[src/rtl/ram_arbiter.sv]
// ram_arbiter: two-port valid/ready arbiter in front of the single-port,
// 1-cycle-latency system RAM, with one registered response slot per port.
module ram_arbiter #(
    parameter bit ROUND_ROBIN = 1'b1
) (
    input  logic        clk_i,
    input  logic        reset_ni,
    input  logic        m0_req_valid_i,
    output logic        m0_req_ready_o,
    input  logic [31:0] m0_addr_i,
    input  logic [31:0] m0_write_data_i,
    input  logic [3:0]  m0_write_mask_i,
    output logic        m0_resp_valid_o,
    input  logic        m0_resp_ready_i,
    output logic [31:0] m0_read_data_o,
    input  logic        m1_req_valid_i,
    output logic        m1_req_ready_o,
    input  logic [31:0] m1_addr_i,
    input  logic [31:0] m1_write_data_i,
    input  logic [3:0]  m1_write_mask_i,
    output logic        m1_resp_valid_o,
    input  logic        m1_resp_ready_i,
    output logic [31:0] m1_read_data_o,
    output logic [31:0] ram_addr_o,
    output logic [31:0] ram_write_data_o,
    output logic [3:0]  ram_write_mask_o,
    input  logic [31:0] ram_read_data_i
);

    logic             inflight_q, inflight_d;
    logic             inflight_id_q, inflight_id_d;
    logic             last_grant_q, last_grant_d;
    logic [1:0]       resp_valid_q, resp_valid_d;
    logic [1:0][31:0] resp_data_q, resp_data_d;
    logic [1:0]       eligible, grant, capture;

    // A port waits while its own access is in flight or its slot stays full.
    assign eligible[0] = m0_req_valid_i & ~(inflight_q & ~inflight_id_q)
                       & (~resp_valid_q[0] | m0_resp_ready_i);
    assign eligible[1] = m1_req_valid_i & ~(inflight_q & inflight_id_q)
                       & (~resp_valid_q[1] | m1_resp_ready_i);

    // NOTE: every signal written in always_comb gets a default first, so no latch is inferred.
    always_comb begin
        grant = 2'b00;
        // Grant is gated by reset so no request is accepted or reaches RAM during reset.
        if (reset_ni) begin
            if (&eligible) begin
                grant = (ROUND_ROBIN && !last_grant_q) ? 2'b10 : 2'b01;
            end else begin
                grant = eligible;
            end
        end
    end

    always_comb begin
        ram_addr_o       = '0;
        ram_write_data_o = '0;
        ram_write_mask_o = '0;
        if (grant[0]) begin
            ram_addr_o       = m0_addr_i;
            ram_write_data_o = m0_write_data_i;
            ram_write_mask_o = m0_write_mask_i;
        end else if (grant[1]) begin
            ram_addr_o       = m1_addr_i;
            ram_write_data_o = m1_write_data_i;
            ram_write_mask_o = m1_write_mask_i;
        end
    end

    assign inflight_d    = |grant;
    assign inflight_id_d = grant[1];
    assign last_grant_d  = (|grant) ? grant[1] : last_grant_q;
    assign capture[0]    = inflight_q & ~inflight_id_q;
    assign capture[1]    = inflight_q & inflight_id_q;

    // Consume clears first; a coinciding capture then reloads the slot.
    always_comb begin
        resp_valid_d = resp_valid_q & ~{m1_resp_ready_i, m0_resp_ready_i};
        resp_data_d  = resp_data_q;
        for (int p = 0; p < 2; p++) begin
            if (capture[p]) begin
                resp_valid_d[p] = 1'b1;
                resp_data_d[p]  = ram_read_data_i;
            end
        end
    end

    // NOTE: sequential state uses non-blocking assignments only.
    always_ff @(posedge clk_i or negedge reset_ni) begin
        if (!reset_ni) begin
            inflight_q    <= 1'b0;
            inflight_id_q <= 1'b0;
            last_grant_q  <= 1'b1;
            resp_valid_q  <= '0;
            resp_data_q   <= '0;
        end else begin
            inflight_q    <= inflight_d;
            inflight_id_q <= inflight_id_d;
            last_grant_q  <= last_grant_d;
            resp_valid_q  <= resp_valid_d;
            resp_data_q   <= resp_data_d;
        end
    end

    assign m0_req_ready_o  = grant[0];
    assign m1_req_ready_o  = grant[1];
    assign m0_resp_valid_o = resp_valid_q[0];
    assign m1_resp_valid_o = resp_valid_q[1];
    assign m0_read_data_o  = resp_data_q[0];
    assign m1_read_data_o  = resp_data_q[1];

endmodule

[config.mk]
export PLATFORM = sky130hd
export DESIGN_NAME = ram_arbiter
export DESIGN_NICKNAME = d
export VERILOG_FILES = /design/src/rtl/ram_arbiter.sv
export SDC_FILE = /design/constraint.sdc
export NUM_CORES = 1
export LEC_CHECK = 0
export ABC_AREA = 1
export CAP_MARGIN = 20
export CELL_PAD_IN_SITES_DETAIL_PLACEMENT = 0
export CELL_PAD_IN_SITES_GLOBAL_PLACEMENT = 1
export CORE_ASPECT_RATIO = 1.2
export CORE_UTILIZATION = 21
export CTS_CLUSTER_SIZE = 16
export DETAILED_ROUTE_END_ITERATION = 8
export PLACE_DENSITY_LB_ADDON = 0.1
export SYNTH_ARGS = -nofsm -noshare
export SYNTH_HDL_FRONTEND = slang
export SYNTH_SLANG_ARGS = --single-unit
[constraint.sdc]
create_clock -name clk_i -period 2 [get_ports clk_i]
set_input_delay 0.4 -clock clk_i [delete_from_list [all_inputs] [get_ports clk_i]]
set_output_delay 0.4 -clock clk_i [all_outputs]
set_load 0.005 [all_outputs]
==> run metrics, run 1 <==
Seq pwr share=a little under a third; max_slew headroom=40.1%; Worst EP required=1.60 ns; min-delay worst type=in -> async; Crit path max-delay family=buffers and inverters; sequential share of the synthesized area=a little under half; Worst Skew=about 0.0073 ns; Via density=4.48; routed len/inst=roughly 17 um; IO Pins=310; worst path bufs/invs=5; Tightest Pin Transition=0.898 ns; Slew Viols, Final=0; Leak=slightly above 4 nW; adder-cell share of the synthesized area=0%; combinational share of power=a little over two fifths; fillers=1731; Crit Path Class=reg -> out; final setup vio count=70; Sw Ratio=between 20 and 30%; mux contribution to synthesized area=0%; type of origin of the critical path=flop; # DRC=0; largest net degree at the start of global routing=70; share of cells above drive strength 1=between 20% and 30%; Avg Cell Area, Syn=approximately 7.6 sq um; crit path cell chain=nand2_2 > buf_4 > nand4_4 > buf_12 > clkbuf_16 > buf_8 > nand3_2 > nand2_1 > buf_2; Synth Cell Area=between 3000 and 4000 sq um; Post-Synth Simple-Gate Area=between 30% and 40%; initial DRC count=roughly 180; xor and xnor fraction of the mapped netlist area=0%; die height=between 100 and 150 um; clk slew on worst S/H paths=0.05 ns; critical path capture point type=primary output; post-synthesis cell type count=20; GRT Max-Usage Layer=met2; GR Overflow Total=0; via count=around 4800; vias in the first global route=about 4800; max-cap violations=0; Num Clock Sinks=just under 70; reg2reg setup slack=around 0.50 ns; Worst path depth=9; Syn Inst Count=497; post-route setup slack=-0.275 ns; CTS max path bufs=2; R2R cell count=4; worst r2r src=inflight_q; CTS buffer count=9; PD cells=roughly 750 nW/um^2; core footprint=17600 sq um; f_max=roughly 440 MHz; site row count=53; TritonCTS clock tree=yes; Tcrit/Tclk final=114%; min Tclk post-route=~2.3 ns; P&R area growth vs syn=123%; crit path max-delay cell type=dfrtp_1; GR Layer Usage met3=slightly below 6%; Clock Latency Late Sink=approximately 0.33 ns; largest family of logic cells by synthesized area=simple AND/OR/NAND/NOR gates; DP Area=~7200 sq um; H-Tree Depth=3; Post-Syn Nets=around 670; final hold vios=0; initial antenna violation count=3; first-pass GRT wire length=24700 um; die area=18500 sq um; worst vdd rail ir drop=roughly 350 uV; synth warn=0; Die Wd=approximately 120 um; post-detail-place hpwl=11800 um; switching power=~1.8 mW; Overall Global Routing Usage=about 17%; internal power=approximately 4.5 mW; synthesized flop and latch total=69; Post-Layout Inst Area=8420 sq um; clock group share of total power=about a quarter; reg2reg end=m1_read_data_o[23]; Crit path arrival time=approximately 1.9 ns; pre-CTS WS=-0.750 ns; gpl congestion=~0.8; M2 GR Usage=between 30% and 40%; maximum fanout along the worst path=7; drt first pass iters=4; status=finished, violations left; port buffer count=around 310; met1 global-route usage=18.0%; failing checks=negative setup slack; CTS Root Cell=clkbuf_16; Routed WL=18000 um; Initial Utilization=roughly 22%; Final ANT Viol Nets=0; CP max stage delay=around 0.40 ns; Compound-Gate Fraction of Synth Area=8.74%; RSZ-0062 raised after global routing=yes; Nets=between 1000 and 1500
-- worst reg2reg max path, stage by stage (launching register included) --
cell and delay (ns):
dfrtp_1 0.40, nand2_2 0.11, buf_4 0.13, buf_4 0.48
o21ai_0 0.24
-- state kept, by name, indices dropped and copies added, names as in the netlist --
signal          count
resp_valid_q        2
last_grant_q        1
inflight_id_q       1
m0_read_data_o     32
m1_read_data_o     32
inflight_q          1
-- metrics by stage --
step | instances | total power, mW | setup TNS (ns) | utilization (%) | hold slack (ns)
floorplan | 497 | 2.69 | 0 | - | 0.104
global placement | 1004 | 4.34 | -49.01 | 41.0 | 0.467
detailed placement | 1004 | 4.37 | -48.76 | 41.0 | 0.473
CTS | 1028 | 6.10 | -23.77 | 43.6 | 0.348
global route | 1072 | 6.73 | -19.98 | 47.9 | 0.376
finish | 1072 | 6.34 | -13.46 | 47.9 | 0.285
-- worst max-delay path by stage --
| stage | start | to | slack [ns] |
|---|---|---|---|
| floorplan | last_grant_q | ram_write_data_o[20] | 0.40 |
| global placement | m0_resp_ready_i | ram_write_data_o[15] | -0.74 |
| detailed placement | m0_resp_ready_i | ram_write_data_o[10] | -0.75 |
| CTS | inflight_q | ram_addr_o[15] | -0.53 |
| global route | resp_valid_q[1] | ram_addr_o[15] | -0.37 |
| finish | inflight_q | ram_addr_o[23] | -0.27 |
-- layer usage --
layer  share of wire (%)  vias to the layer above
met5                0.12                        -
met4                 2.0                        4
met3                 7.6                       25
met2                  53                      199
met1                  38                     2227
li1                    -                     2343
-- synthesized netlist by cell type (all sizes together) --
| library cell | count | share of area, % |
|---|---|---|
| a21oi | 1 | 0.13 |
| o21ai | 65 | 8.6 |
| dfstp | 1 | 0.70 |
| nor2 | 2 | 0.83 |
| buf | 30 | 4.7 |
| dfrtp | 68 | 45 |
| nand2 | 139 | 14 |
| inv | 38 | 3.8 |
| clkbuf | 12 | 1.2 |
| nand4 | 2 | 0.89 |
| and2 | 1 | 0.17 |
| nand3 | 138 | 20 |
-- power by group through the flow --
| stage | Combinational (mW) | Sequential (mW) | Clock (mW) |
|---|---|---|---|
| floorplan | 0.654 | 2.04 | 0 |
| global placement | 2.34 | 2.00 | 0 |
| detailed placement | 2.35 | 2.02 | 0 |
| CTS | 2.38 | 2.00 | 1.72 |
| global route | 2.91 | 2.04 | 1.78 |
| finish | 2.68 | 1.99 | 1.67 |
-- final cells by class --
| class | count | area, sq um | area share [%] |
|---|---|---|---|
| timing repair buffer | 380 | 3950 | 46.9 |
| inverter | 38 | 143 | 1.69 |
| clock buffer | 12 | 267 | 3.17 |
| multi-input combinational | 348 | 2010 | 23.8 |
| sequential | 69 | 1730 | 20.5 |
| antenna | 1 | 2.50 | 0.0297 |
| clock inverter | 4 | 53.8 | 0.639 |
| tap | 220 | 275 | 3.27 |
-- cells in the final DEF (no fill, tap or decap), types with 3 or more instances in the layout --
master / Yosys / layout
o21ai_0: 65 / 65
nand3_1: 126 / 72
clkbuf_16: 0 / 20
nand2_2: 2 / 8
buf_16: 0 / 4
buf_6: 4 / 23
clkdlybuf4s50_1: 0 / 234
dlygate4sd2_1: 0 / 4
clkbuf_2: 0 / 17
clkbuf_8: 0 / 3
buf_8: 0 / 7
buf_2: 20 / 39
buf_4: 3 / 16
dlymetal6s2s_1: 0 / 11
dfrtp_1: 68 / 68
nand3_2: 11 / 63
nand2_1: 137 / 130
inv_1: 38 / 38
nand3_4: 1 / 3
buf_12: 0 / 14
-- cells by family (layout without fill, tap and decap cells) --
| family | Yosys count | after routing |
|---|---|---|
| flops | 69 | 69 |
| simple gates | 282 | 282 |
| compound gates | 66 | 66 |
| buf+inv | 80 | 434 |
| other cells | 0 | 1 |
-- repair_timing --
item                       4_1_cts  5_1_grt
hold buffers                     0        0
resized for setup              107      205
setup endpoints to repair       70       70
buffers inserted                 5       29
pin swaps                        8       56
cloned                           3       16
Power figures use the tool's default switching activity.
==> inputs of run 2 (changes only) <==
--- a/config.mk
+++ b/config.mk
@@ -7,13 +7,14 @@
 export LEC_CHECK = 0
 export ABC_AREA = 1
 export CAP_MARGIN = 20
-export CELL_PAD_IN_SITES_DETAIL_PLACEMENT = 0
-export CELL_PAD_IN_SITES_GLOBAL_PLACEMENT = 1
+export CELL_PAD_IN_SITES_DETAIL_PLACEMENT = 1
+export CELL_PAD_IN_SITES_GLOBAL_PLACEMENT = 2
 export CORE_ASPECT_RATIO = 1.2
-export CORE_UTILIZATION = 21
+export CORE_UTILIZATION = 16
 export CTS_CLUSTER_SIZE = 16
 export DETAILED_ROUTE_END_ITERATION = 8
 export PLACE_DENSITY_LB_ADDON = 0.1
+export SLEW_MARGIN = 20
 export SYNTH_ARGS = -nofsm -noshare
 export SYNTH_HDL_FRONTEND = slang
 export SYNTH_SLANG_ARGS = --single-unit
==> run 2 against run 1 <==
Compared with the run above:
- the flow still finishes with violations (negative setup slack)
- critical endpoint is now ram_write_data_o[11]
- sequential cell count unchanged
- sequential share of layout area decreased by 0.82 points
- final area increased by 4.1%
==> run metrics, run 2 (synthesis results as in run 1) <==
IO Pins=310; largest net degree at the start of global routing=70; Leak=around 4.2 nW; most frequent cells in the layout=234 x clkdlybuf4s50_1, 128 x nand2_1, 72 x nand3_1; clk slew on worst S/H paths=0.06 ns; CTS Hold Bufs=0; maximum fanout along the worst path=6; die area=around 24000 sq um; routed len/inst=~18 um; Crit Path Class=reg -> out; reg2reg setup slack=0.49 ns; failing checks=negative setup slack; switching power=1.97 mW; PD cells=roughly 740 nW/um^2; min Tclk post-route=around 2.3 ns; Overall Global Routing Usage=between 10% and 20%; min-delay worst type=in -> async; max-cap violations=0; combinational share of power=around 44%; Clock Latency Late Sink=approximately 0.34 ns; post-route setup slack=-0.277 ns; critical path capture point type=primary output; Nets=~1000; Initial Utilization=16.3%; RSZ-0062 raised after global routing=yes; clock group share of total power=24.8%; # DRC=0; Die Wd=~140 um; Crit path arrival time=~1.9 ns; final setup vio count=70; Via density=roughly 4.2; post-detail-place hpwl=between 10000 and 15000 um; site row count=61; H-Tree Depth=3; Sw Ratio=30.6%; reg2reg end=last_grant_q; initial antenna violation count=4; Worst Skew=roughly 0.005 ns; worst r2r src=inflight_q; Slew Viols, Final=0; f_max=around 440 MHz; CTS buffer count=9; placed instance count=about 1100; CTS Root Cell=clkbuf_16; Final ANT Viol Nets=0; initial DRC count=130; worst vdd rail ir drop=between 300 and 400 uV; max_slew headroom=between 30% and 40%; first-pass GRT wire length=about 30000 um; TritonCTS clock tree=yes; via count=~5000; R2R cell count=10; Tightest Pin Transition=between 0.9 and 1 ns; vias in the first global route=5428; total chip power=around 6.5 mW; port buffer count=about 310; Worst EP required=approximately 1.6 ns; die height=approximately 170 um; Num Clock Sinks=69; gpl congestion=between 0.7 and 0.8; Layout Cells excl Fill=1192; type of origin of the critical path=flop; core footprint=between 20000 and 25000 sq um; Routed WL=21200 um; Seq pwr share=a little under a third; GR Overflow Total=0; share of cells above drive strength 1=30.1%; status=finished, violations left; most common cell after layout, fill and taps aside=clkdlybuf4s50_1; P&R area growth vs syn=132%; CTS max path bufs=2; final hold vios=0; drt first pass iters=4; Tcrit/Tclk final=114%; internal power=about 4.5 mW
run 2: changes by cell type in the layout (fill, tap and decap cells not counted), sizes merged:
cell	change
diode	+2
dlymetal6s2s	-7
buf	+32
clkbuf	-4
clkinv	+1
inv	+1
run 2: how the worst max path moves through the flow:
stage / start / to / slack [ns]
after global routing: inflight_id_q / ram_write_data_o[11] / -0.38
after floorplan: last_grant_q / ram_write_data_o[20] / 0.40
after global placement: m0_resp_ready_i / ram_addr_o[13] / -0.65
after CTS: inflight_q / ram_write_data_o[9] / -0.52
after detailed placement: m0_resp_ready_i / ram_write_mask_o[3] / -0.64
final: inflight_id_q / ram_write_data_o[11] / -0.28
run 2: cell type report:
type                            count  area, sq um
Clock buffer                        9          225
Fill cell                        2745        14400
Antenna cell                        3         7.51
Inverter                           38          145
Clock inverter                      6         71.3
Timing Repair Buffer              404         4150
Multi-Input combinational cell    348         2050
Sequential cell                    69         1730
Tap cell                          315          394
run 2: routing by layer:
| metal | share of wire (%) | global-route usage (%) | wire, um |
|---|---|---|---|
| met4 | 2.1 | 6.22 | 444 |
| met5 | 0.13 | 0 | 27 |
| met3 | 6.8 | 4.25 | 1450 |
| met2 | 55 | 30.3 | 11600 |
| met1 | 36 | 17.1 | 7600 |
run 2: critical path, cell delays in order (launching register included):
cell	delay (ns)
dfrtp_1	0.40
nand2_2	0.13
nand3_4	0.09
nor2_4	0.26
buf_12	0.15
buf_8	0.12
buf_6	0.10
buf_6	0.09
nand3_4	0.05
nand2_2	0.06
buf_6	0.09
run 2: what timing repair did:
| action | CTS | global route |
|---|---|---|
| setup buffers | 24 | 32 |
| setup endpoints to repair | 70 | 70 |
| cloned | 7 | 12 |
| pin swaps | 11 | 44 |
| resized for setup | 231 | 148 |
run 2: power by group through the flow:
stage / Clock [mW] / Sequential [mW] / Combinational [mW]
floorplan: 0 / 2.04 / 0.654
global placement: 0 / 2.01 / 2.42
detailed placement: 0 / 2.03 / 2.44
CTS: 1.66 / 2.01 / 2.67
global route: 1.70 / 2.06 / 3.11
finish: 1.60 / 2.00 / 2.85
run 2: metrics by stage:
stage	worst slack [ns]	instance area (sq um)	hold WS, ns	utilization (%)	setup TNS [ns]
6_report	-0.277	8770	0.281	37.8	-12.54
5_1_grt	-0.385	8770	0.401	37.8	-20.26
4_1_cts	-0.518	8100	0.347	34.9	-19.55
3_5_place_dp	-0.643	7390	0.475	31.8	-42.46
3_3_place_gp	-0.652	7390	0.465	31.8	-42.86
2_1_floorplan	0.404	3780	0.104	-	0
==> inputs of run 3 (changes only) <==
--- a/config.mk
+++ b/config.mk
@@ -10,10 +10,12 @@
 export CELL_PAD_IN_SITES_DETAIL_PLACEMENT = 1
 export CELL_PAD_IN_SITES_GLOBAL_PLACEMENT = 2
 export CORE_ASPECT_RATIO = 1.2
+export CORE_MARGIN = 2
 export CORE_UTILIZATION = 16
 export CTS_CLUSTER_SIZE = 16
 export DETAILED_ROUTE_END_ITERATION = 8
 export PLACE_DENSITY_LB_ADDON = 0.1
+export SKIP_LAST_GASP = 1
 export SLEW_MARGIN = 20
 export SYNTH_ARGS = -nofsm -noshare
 export SYNTH_HDL_FRONTEND = slang
==> run 3 against run 2 <==
Compared with the run above:
- the flow still finishes with violations (negative setup slack)
- via count is 1.0% lower
- global-route usage down 0.78 points
- final area about the same
- critical path depth is the same
- first-iteration DRC count is 13% higher
- register-to-register slack hardly changed
- cell count is 1.0% lower
- die area up 2.6%
- routed wire length shrank 0.60%
- total power increased by 3.5%
==> run metrics, run 3 (synthesis results as in run 1) <==
status=finished, violations left; failing checks=negative setup slack; drt first pass iters=4; Setup TNS Final=-8.33 ns; post-detail-place hpwl=between 10000 and 15000 um; CTS Root Cell=clkbuf_16; PD cells=762 nW/um^2; Tightest Pin Transition=0.904 ns; Final Util=a little under two fifths; core footprint=around 23000 sq um; die height=172 um; sequential standard cell area=between 1500 and 2000 sq um; min-delay worst type=in -> async; footprint of the multi-input gates=a little over 2000 sq um; min Tclk post-route=between 2 and 2.5 ns; R2R cell count=4; RSZ-0062 raised after global routing=yes; Slew Viols, Final=0; Leak=4.11 nW; DP Area=about 7300 sq um; critical path capture point type=primary output; H-Tree Depth=3; via count=a little under 5000; site row count=61; Crit Path Class=reg -> out; CTS max path bufs=2; Crit path arrival time=1.79 ns; final hold vios=0; Nets=1030; pre-CTS WS=-0.724 ns; internal power=4.75 mW; Via density=~4.2; Worst EP required=between 1.5 and 2 ns; share of cells above drive strength 1=between 20% and 30%; Final ANT Viol Nets=0; most frequent cells in the layout=234 x clkdlybuf4s50_1, 125 x nand2_1, 68 x nand3_1, 68 x dfrtp_1; Initial Utilization=between 10% and 20%; largest net degree at the start of global routing=70; vias in the first global route=roughly 5200; hold_ws=around 0.28 ns; f_max=456 MHz; Sw Ratio=approximately 29%; Num Clock Sinks=69; P&R area growth vs syn=132%; Die Wd=roughly 140 um; fillers=2723; GR Overflow Total=0; IO Pins=310; first-pass GRT wire length=approximately 30000 um; clk slew on worst S/H paths=approximately 0.060 ns; port buffer count=309; switching power=about 1.9 mW; die area=24900 sq um; # DRC=0; Clock Latency Late Sink=approximately 0.33 ns; worst vdd rail ir drop=339 uV; most common cell after layout, fill and taps aside=clkdlybuf4s50_1; Tcrit/Tclk final=110%; final setup vio count=70; combinational share of power=42.0%; maximum fanout along the worst path=5; Worst Skew=about 0.01 ns; max-cap violations=0; gpl congestion=between 0.7 and 0.8; Post-Layout Inst Area=a little under 9000 sq um; routed len/inst=17.8 um; Routed WL=approximately 21000 um; CTS buffer count=9; initial antenna violation count=3; Seq pwr share=29.9%; Overall Global Routing Usage=approximately 15%; post-route setup slack=-0.191 ns; CTS Hold Bufs=0; max_slew headroom=about two fifths; clock group share of total power=28.1%; TritonCTS clock tree=yes; type of origin of the critical path=flop; initial DRC count=147
## run 3: cell count changes in the layout (fill, tap and decap cells not counted), moves of 3 or more
cell and delta:
buf_16 +4, buf_2 +13, buf_4 -4, buf_6 -10, buf_8 -8, clkbuf_2 -13, dlymetal6s2s_1 -4, nand2_1 -3
nand2_2 +3, nand3_1 -4, nand3_2 +6
## run 3: path summary, 6_finish.rpt
check                                   start            endpoint  slack, ns
min reg2reg                m1_read_data_o[12]  m1_read_data_o[12]       0.48
min                                  reset_ni     resp_valid_q[0]       0.28
max reg2reg                        inflight_q  m1_read_data_o[13]       0.48
max in group asynchronous            reset_ni  m1_read_data_o[11]       1.09
max                                inflight_q       ram_addr_o[3]      -0.19
min in group clk_i         m1_read_data_o[12]  m1_read_data_o[12]       0.48
## run 3: critical path, stage by stage (launching register included)
cell and delay (ns):
dfrtp_1 0.41, nand2_2 0.12, nand3_4 0.08, nor2_4 0.12, buf_12 0.12, buf_12 0.13, buf_16 0.13, buf_12 0.10
nand3_2 0.05, nand2_1 0.06, buf_2 0.13
## run 3: routing by layer
metal  global-route usage, %  wire length (um)  up-vias  share of wire, %
li1                        -                 -     2375                 -
met1                    16.9              7750     2370                37
met2                    29.4             11500      200                55
met3                    3.99              1490       19               7.1
met4                    3.63               302        0               1.4
met5                       0                 0        -                 0
## run 3: area by class of cell
cell class                 instances  share of cell area (%)
antenna                            4                   0.114
clock buffer                      10                    2.73
clock inverter                     6                    1.33
inverter                          38                    1.66
multi-input combinational        348                    23.4
sequential                        69                    19.7
tap                              315                    4.50
timing repair buffer             390                    46.5
## run 3: repair_timing
item,CTS,global route
gates cloned,10,13
endpoints found under the hold margin,0,0
setup buffers,25,12
pin swaps,30,77
endpoints found under the setup margin,70,70
resized for setup,265,133
## run 3: power by group through the flow
stage | sequential (mW) | clock (mW) | combinational, mW
global placement | 2.01 | 0 | 2.40
global route | 2.05 | 2.00 | 3.06
floorplan | 2.04 | 0 | 0.654
finish | 2.00 | 1.88 | 2.80
detailed placement | 2.03 | 0 | 2.42
CTS | 2.01 | 1.96 | 2.58
## run 3: per-stage QoR
stage               total power, mW  std cells
floorplan                      2.69        497
global placement               4.40       1105
detailed placement             4.45       1105
CTS                            6.55       1155
global route                   7.12       1176
finish                         6.68       1180
